===== src/rtl/host_rx_timer_pkg.sv =====
// host_rx_timer_pkg
// Shared constants and types for the host receive timer bank.
//   TIMER_W_DEF    : default counter width per channel
//   DEFAULT_TC_DEF : default reset terminal count (4 ms at 125 MHz)
//   WRAPCNT_W_DEF  : default wrap-counter width
//   CH_NUM_MAX     : largest supported channel count
//   ch_action_e    : per-channel action selected on each clock
package host_rx_timer_pkg;

  localparam int          TIMER_W_DEF    = 19;
  localparam int unsigned DEFAULT_TC_DEF = 499999;
  localparam int          WRAPCNT_W_DEF  = 16;
  localparam int          CH_NUM_MAX     = 16;

  // Priority-resolved action of one channel for the current clock.
  typedef enum logic [1:0] {
    CH_COUNT = 2'd0,
    CH_HOLD  = 2'd1,
    CH_WRAP  = 2'd2,
    CH_CLEAR = 2'd3
  } ch_action_e;

endpackage


===== src/rtl/host_rx_timer_ch.sv =====
// host_rx_timer_ch
// One free-running timer channel: counts 0..active_tc, wraps with a
// one-cycle pulse, adopts the shared shadow terminal count on wrap or clear.
// Optional wrap counter enabled by HOST_RX_TIMER_WRAP_CNT_EN.
// Ports:
//   i_clk, i_rst_n   clock, asynchronous active-low reset
//   i_clr            synchronous clear of this channel
//   i_freeze         hold the count
//   i_tc_wr          shadow write strobe (re-arms the pending bit)
//   iv_shadow        shadow terminal count as registered before this edge
//   ov_count         current count
//   o_wrap_pulse     one-cycle natural-wrap flag
//   ov_active_tc     terminal count in use
//   o_pending        shadow not yet adopted by this channel
//   ov_wrap_cnt      number of wraps (macro only)
module host_rx_timer_ch
  import host_rx_timer_pkg::*;
#(
  parameter int          TIMER_W    = TIMER_W_DEF,
  parameter int unsigned DEFAULT_TC = DEFAULT_TC_DEF
`ifdef HOST_RX_TIMER_WRAP_CNT_EN
  ,
  parameter int          WRAPCNT_W  = WRAPCNT_W_DEF
`endif
) (
  input  logic               i_clk,
  input  logic               i_rst_n,
  input  logic               i_clr,
  input  logic               i_freeze,
  input  logic               i_tc_wr,
  input  logic [TIMER_W-1:0] iv_shadow,
  output logic [TIMER_W-1:0] ov_count,
  output logic               o_wrap_pulse,
  output logic [TIMER_W-1:0] ov_active_tc,
  output logic               o_pending
`ifdef HOST_RX_TIMER_WRAP_CNT_EN
  ,
  output logic [WRAPCNT_W-1:0] ov_wrap_cnt
`endif
);

  localparam logic [TIMER_W-1:0] TC_RST = TIMER_W'(DEFAULT_TC);

  logic [TIMER_W-1:0] r_count;
  logic [TIMER_W-1:0] r_active_tc;
  logic               r_pulse;
  logic               r_pending;
  ch_action_e         w_action;
  logic               w_adopt;

  // Clear beats freeze, freeze beats wrap. The count never exceeds
  // r_active_tc (a lower TC is only adopted together with count=0),
  // so the equality compare is enough to bound it.
  always_comb begin
    w_action = CH_COUNT;
    if (i_clr) begin
      w_action = CH_CLEAR;
    end else if (i_freeze) begin
      w_action = CH_HOLD;
    end else if (r_count == r_active_tc) begin
      w_action = CH_WRAP;
    end
  end

  assign w_adopt = (w_action == CH_CLEAR) || (w_action == CH_WRAP);

  always_ff @(posedge i_clk or negedge i_rst_n) begin
    if (!i_rst_n) begin
      r_count     <= '0;
      r_active_tc <= TC_RST;
      r_pulse     <= 1'b0;
    end else begin
      case (w_action)
        CH_CLEAR: begin
          r_count     <= '0;
          r_active_tc <= iv_shadow;
          r_pulse     <= 1'b0;
        end
        CH_HOLD: begin
          r_pulse     <= 1'b0;
        end
        CH_WRAP: begin
          r_count     <= '0;
          r_active_tc <= iv_shadow;
          r_pulse     <= 1'b1;
        end
        default: begin
          r_count     <= r_count + TIMER_W'(1);
          r_pulse     <= 1'b0;
        end
      endcase
    end
  end

  // A write on the same edge as an adoption wins: the channel took the
  // old shadow, so the new one is still outstanding for it.
  always_ff @(posedge i_clk or negedge i_rst_n) begin
    if (!i_rst_n) begin
      r_pending <= 1'b0;
    end else if (i_tc_wr) begin
      r_pending <= 1'b1;
    end else if (w_adopt) begin
      r_pending <= 1'b0;
    end
  end

`ifdef HOST_RX_TIMER_WRAP_CNT_EN
  logic [WRAPCNT_W-1:0] r_wrap_cnt;

  always_ff @(posedge i_clk or negedge i_rst_n) begin
    if (!i_rst_n) begin
      r_wrap_cnt <= '0;
    end else if (w_action == CH_CLEAR) begin
      r_wrap_cnt <= '0;
    end else if (w_action == CH_WRAP) begin
      r_wrap_cnt <= r_wrap_cnt + WRAPCNT_W'(1);
    end
  end

  assign ov_wrap_cnt = r_wrap_cnt;
`endif

  assign ov_count     = r_count;
  assign o_wrap_pulse = r_pulse;
  assign ov_active_tc = r_active_tc;
  assign o_pending    = r_pending;

endmodule


===== src/rtl/host_rx_timer_bank.sv =====
// host_rx_timer_bank
// Bank of CH_NUM independent free-running cycle timers for the host
// receive path. Holds the shared shadow terminal-count register and
// instantiates one host_rx_timer_ch per channel.
// Optional feature macro: HOST_RX_TIMER_WRAP_CNT_EN adds ov_wrap_cnt.
// Ports:
//   i_clk, i_rst_n   clock, asynchronous active-low reset
//   iv_timer_rst     per-channel synchronous clear
//   i_freeze         hold all counters
//   i_tc_wr, iv_tc   shadow terminal-count write
//   ov_timer         channel c count at [c*TIMER_W +: TIMER_W]
//   ov_wrap_pulse    one-cycle natural-wrap flag per channel
//   ov_active_tc     terminal count in use per channel
//   o_tc_pending     shadow not yet adopted by every channel
//   ov_wrap_cnt      wraps per channel (macro only)
module host_rx_timer_bank
  import host_rx_timer_pkg::*;
#(
  parameter int          CH_NUM     = 4,
  parameter int          TIMER_W    = TIMER_W_DEF,
  parameter int unsigned DEFAULT_TC = DEFAULT_TC_DEF,
  parameter int          WRAPCNT_W  = WRAPCNT_W_DEF
) (
  input  logic                      i_clk,
  input  logic                      i_rst_n,
  input  logic [CH_NUM-1:0]         iv_timer_rst,
  input  logic                      i_freeze,
  input  logic                      i_tc_wr,
  input  logic [TIMER_W-1:0]        iv_tc,
  output logic [CH_NUM*TIMER_W-1:0] ov_timer,
  output logic [CH_NUM-1:0]         ov_wrap_pulse,
  output logic [CH_NUM*TIMER_W-1:0] ov_active_tc,
  output logic                      o_tc_pending
`ifdef HOST_RX_TIMER_WRAP_CNT_EN
  ,
  output logic [CH_NUM*WRAPCNT_W-1:0] ov_wrap_cnt
`endif
);

  localparam logic [TIMER_W-1:0] TC_RST = TIMER_W'(DEFAULT_TC);

  // Elaboration-time parameter sanity.
  if (CH_NUM < 1 || CH_NUM > CH_NUM_MAX) begin : g_bad_ch_num
    $error("host_rx_timer_bank: CH_NUM out of range");
  end
  if ((64'(DEFAULT_TC) >> TIMER_W) != 64'd0) begin : g_bad_default_tc
    $error("host_rx_timer_bank: DEFAULT_TC does not fit in TIMER_W");
  end
  if (WRAPCNT_W < 1) begin : g_bad_wrapcnt_w
    $error("host_rx_timer_bank: WRAPCNT_W must be at least 1");
  end

  logic [TIMER_W-1:0] r_shadow;
  logic [CH_NUM-1:0]  w_pending;

  // Channels see the shadow as it was before this edge, so a write and
  // an adoption on the same edge hand over the previous value.
  always_ff @(posedge i_clk or negedge i_rst_n) begin
    if (!i_rst_n) begin
      r_shadow <= TC_RST;
    end else if (i_tc_wr) begin
      r_shadow <= iv_tc;
    end
  end

  for (genvar c = 0; c < CH_NUM; c++) begin : g_ch
    host_rx_timer_ch #(
      .TIMER_W    (TIMER_W),
      .DEFAULT_TC (DEFAULT_TC)
`ifdef HOST_RX_TIMER_WRAP_CNT_EN
      ,
      .WRAPCNT_W  (WRAPCNT_W)
`endif
    ) u_ch (
      .i_clk        (i_clk),
      .i_rst_n      (i_rst_n),
      .i_clr        (iv_timer_rst[c]),
      .i_freeze     (i_freeze),
      .i_tc_wr      (i_tc_wr),
      .iv_shadow    (r_shadow),
      .ov_count     (ov_timer[c*TIMER_W +: TIMER_W]),
      .o_wrap_pulse (ov_wrap_pulse[c]),
      .ov_active_tc (ov_active_tc[c*TIMER_W +: TIMER_W]),
      .o_pending    (w_pending[c])
`ifdef HOST_RX_TIMER_WRAP_CNT_EN
      ,
      .ov_wrap_cnt  (ov_wrap_cnt[c*WRAPCNT_W +: WRAPCNT_W])
`endif
    );
  end

  assign o_tc_pending = |w_pending;

endmodule


===== config.mk =====
export PLATFORM = sky130hd
export DESIGN_NAME = host_rx_timer_bank
export DESIGN_NICKNAME = d
export VERILOG_FILES = /design/src/rtl/host_rx_timer_pkg.sv /design/src/rtl/host_rx_timer_ch.sv /design/src/rtl/host_rx_timer_bank.sv
export SDC_FILE = /design/constraint.sdc
export NUM_CORES = 1
export LEC_CHECK = 0
export ABC_AREA = 1
export ABC_CLOCK_PERIOD_IN_PS = 2000
export CAP_MARGIN = 20
export CORE_ASPECT_RATIO = 0.6
export CORE_MARGIN = 2
export CORE_UTILIZATION = 46
export DETAILED_ROUTE_END_ITERATION = 8
export MAX_ROUTING_LAYER = met4
export PLACE_DENSITY = 0.72
export SETUP_SLACK_MARGIN = 0.5
export SYNTH_ARGS = -nofsm -noshare
export SYNTH_HDL_FRONTEND = slang
export SYNTH_SLANG_ARGS = --single-unit

===== constraint.sdc =====
create_clock -name i_clk -period 2 [get_ports i_clk]
set_input_delay 0.3 -clock i_clk [delete_from_list [all_inputs] [get_ports i_clk]]
set_output_delay 0.3 -clock i_clk [all_outputs]
set_load 0.005 [all_outputs]

==> flow_metrics.py <==
metrics = {
    "clocking": {
        "cts_buffers": 17,
        "root_buffer": "clkbuf_16",
        "clk_latency_ns": 0.44,
        "htree_levels": 4,
        "cts.sink_count": 179,
        "clk_pin_slew_ns": 0.07,
        "cts.path.max_buffers": 2,
        "cts_tree": "built",
    },
    "critical_path": {
        "rrSetupSlack_ns": 0.03,
        "crit_arrival_ns": 2.36,
        "startpoint": "i_freeze",
        "cp.required_ns": 2.37,
        "crit_type": "in2reg",
        "path_max_fanout": 5,
        "reg2reg_to": "g_ch[1].u_ch.ov_active_tc[5]$_DFFE_PN0P_",
        "r2r_cells": 11,
        "start_kind": "input pin",
        "worstSetupEndpointType": "flip-flop",
        "endpoint": "g_ch[1].u_ch.ov_count[9]$_DFFE_PN0P_",
        "rr_startpoint": "g_ch[1].u_ch.ov_active_tc[3]$_DFFE_PN1P_",
    },
    "power": {
        "p_sw_mw": 3.10,
        "leakage_nw": 8.57,
        "peakVddDrop_v": 0.000690,
        "cellPowerDensity_nw_per_um2": 602,
        "sw_frac_of_total": 0.318,
        "p_clk_frac": 0.331,
        "power_frac_comb": 0.222,
        "power_frac_seq": 0.447,
        "intPower_mw": 6.66,
    },
    "grt": {
        "grt.overflow.total": 0,
        "grt.total_usage": 0.349,
        "grt_max_degree": 50,
        "grt_first_pass_wirelength_mm": 57.2,
        "grt_util_met1": 0.498,
        "grtUsageMet2": 0.494,
        "busiest_layer": "met1",
        "met3_usage": 0.0727,
        "grt_pass1_vias": 10205,
        "antenna_found_initial": 1,
    },
    "detailed_routing": {
        "viasPerCell": 5.63,
        "ant_nets": 0,
        "routedWlPerCell_um": 20.6,
        "firstDrtPassIters": 7,
        "num_vias": 11828,
        "routed_wl_mm": 43.3,
        "drc": 0,
        "drtIter0Drc": 1599,
    },
    "yosys": {
        "post-synth-top-area-cell": "dfrtp_1",
        "synthMuxAreaShare": 0,
        "yosys.area_share.simple": 0.389,
        "synth.net_count": 1396,
        "synth_top_family_by_area": "simple AND/OR/NAND/NOR gates",
        "synth_area_um2": 9780,
        "synth.avg_cell_area_um2": 7.17,
        "synth_top_area_frac": 0.317,
        "synth_seq_cells": 179,
        "ys.warnings.count": 0,
        "ys_seq_area_frac": 0.465,
        "synth_compound_area_frac": 0.00767,
        "yosys-top-cells-area": "dfrtp_1, nand2_1, dfstp_2",
        "syn_inst": 1365,
        "synthAdderAreaFrac": 0.00512,
        "synth-xor-area-share": 0.0394,
        "synth_cell_types": 27,
    },
    "timing": {
        "relSlewSlack": 0.572,
        "fmax_mhz": 502,
        "drv_slew": 0,
        "min_period_ns": 1.99,
        "worst_pin_slew_ns": 0.642,
        "setup_viol": 0,
        "rsz0062_at_grt": "yes",
        "fin_skew_ns": 0.0124,
        "worst_slack_ns": 0.00866,
        "period_share": 0.996,
        "hold_viol": 0,
    },
    "status": {
        "status": "finished clean",
    },
    "hold_path": {
        "hold_class": "in2async",
    },
    "placed_design": {
        "pre_cts_slack_ns": -0.125,
        "hpwlAfterDp_mm": 21.8,
        "io_buffer_count": 183,
        "place.gp.congestion": 0.915,
        "place_area_um2": 12200,
    },
    "floorplanning": {
        "std_cell_rows": 41,
        "die_area_um2": 22500,
        "io_pins": 184,
        "start_util": 0.467,
        "chipHeight_um": 117,
        "core-area_um2": 20900,
        "die_x_um": 192,
    },
    "final_layout": {
        "final_common_cell": "nand2_1",
        "drive_above_1_share": 0.419,
        "design_area_um2": 16200,
        "layout_common_cells": "nand2_1, buf_4, inv_1",
        "area_growth_pct": 65.8,
        "fin_nets": 1839,
    },
    "run": {
        "cap_viol_max_count": 0,
    },
}
## cell usage after synthesis, drive strengths merged
| cell | number |
|---|---|
| dfstp | 55 |
| buf | 28 |
| ha | 4 |
| xor2 | 44 |
| nor3 | 12 |
| nor2 | 170 |
| o21ai | 10 |
| clkbuf | 9 |
| dfrtp | 124 |
| or2 | 4 |
| nand4 | 14 |
| inv | 180 |
| or4 | 1 |
| nand3 | 156 |
| nand2 | 550 |
| a31oi | 4 |
## critical path: stages
cell and delay, ns:
clkdlybuf4s50_1 0.53, buf_4 0.22, nor2_4 0.21, inv_1 0.15, nor2_1 0.21, nand2_1 0.15, buf_4 0.17, o21ai_0 0.13
o21ai_0 0.16, nor2_4 0.12
## metrics by stage
stage	setup TNS, ns	instances	hold WS, ns	utilization	total power, mW
3_3_place_gp	-0.0274	1839	0.267	0.582	5.68
2_1_floorplan	0	1365	0.00441	-	4.84
3_5_place_dp	-0.570	1839	0.266	0.582	5.71
6_report	0	2101	0.357	0.775	9.76
4_1_cts	0	2048	0.364	0.709	9.22
5_1_grt	-0.254	2101	0.366	0.775	10.1
## routing by layer
layer / wire length, µm / vias to the layer above
li1: - / 5066
met1: 16800 / 5572
met2: 18900 / 979
met3: 5530 / 211
met4: 1980 / 0
met5: 0 / -
## timing repair
item / in CTS / in global routing
hold buffers: 1 / 0
buffers inserted: 155 / 44
cloned: 21 / 8
gates resized for setup: 461 / 332
pin swaps: 56 / 90
endpoints found under the setup margin: 317 / 263
hold endpoints to repair: 19 / 0
## sequential cells by signal, indices dropped and copies added (netlist names)
register,flops
r_shadow,19
g_ch.u_ch.ov_active_tc,76
g_ch.u_ch.ov_count,76
g_ch.u_ch.o_wrap_pulse,4
g_ch.u_ch.o_pending,4
## area by class of cell
type / instances / area (µm²)
Antenna cell: 1 / 2.50
Multi-Input combinational cell: 982 / 5560
Clock inverter: 12 / 81.3
Fill cell: 1296 / 4710
Clock buffer: 20 / 457
Tap cell: 279 / 349
Inverter: 180 / 682
Sequential cell: 179 / 4650
Timing Repair Buffer: 448 / 4440
## power by group through the flow
stage	clock (mW)	sequential (mW)	combinational [mW]
after floorplan	0	4.22	0.615
after global placement	0	4.39	1.29
after detailed placement	0	4.38	1.32
after CTS	3.17	4.29	1.77
after global routing	3.40	4.37	2.31
final	3.23	4.36	2.17
## cell families after synthesis
family,count (synthesis)
AO/OA/AOI/OAI,14
XOR/XNOR,44
adder cells (fa/ha/maj),4
buffers and inverters,217
flip-flops,179
AND/OR/NAND/NOR,907
## worst min-delay path by stage
stage / slack, ns / to / cells past startpoint
finish: 0.36 / g_ch[1].u_ch.ov_count[11]$_DFFE_PN0P_ / 2
global route: 0.37 / r_shadow[3]$_DFFE_PN1P_ / 3
floorplan: 0.004 / g_ch[0].u_ch.o_pending$_DFFE_PN0P_ / 0
detailed placement: 0.27 / g_ch[1].u_ch.ov_count[11]$_DFFE_PN0P_ / 1
global placement: 0.27 / g_ch[1].u_ch.ov_count[9]$_DFFE_PN0P_ / 1
CTS: 0.36 / r_shadow[13]$_DFFE_PN1P_ / 3
Note: power is estimated with default switching activity, not from simulation.
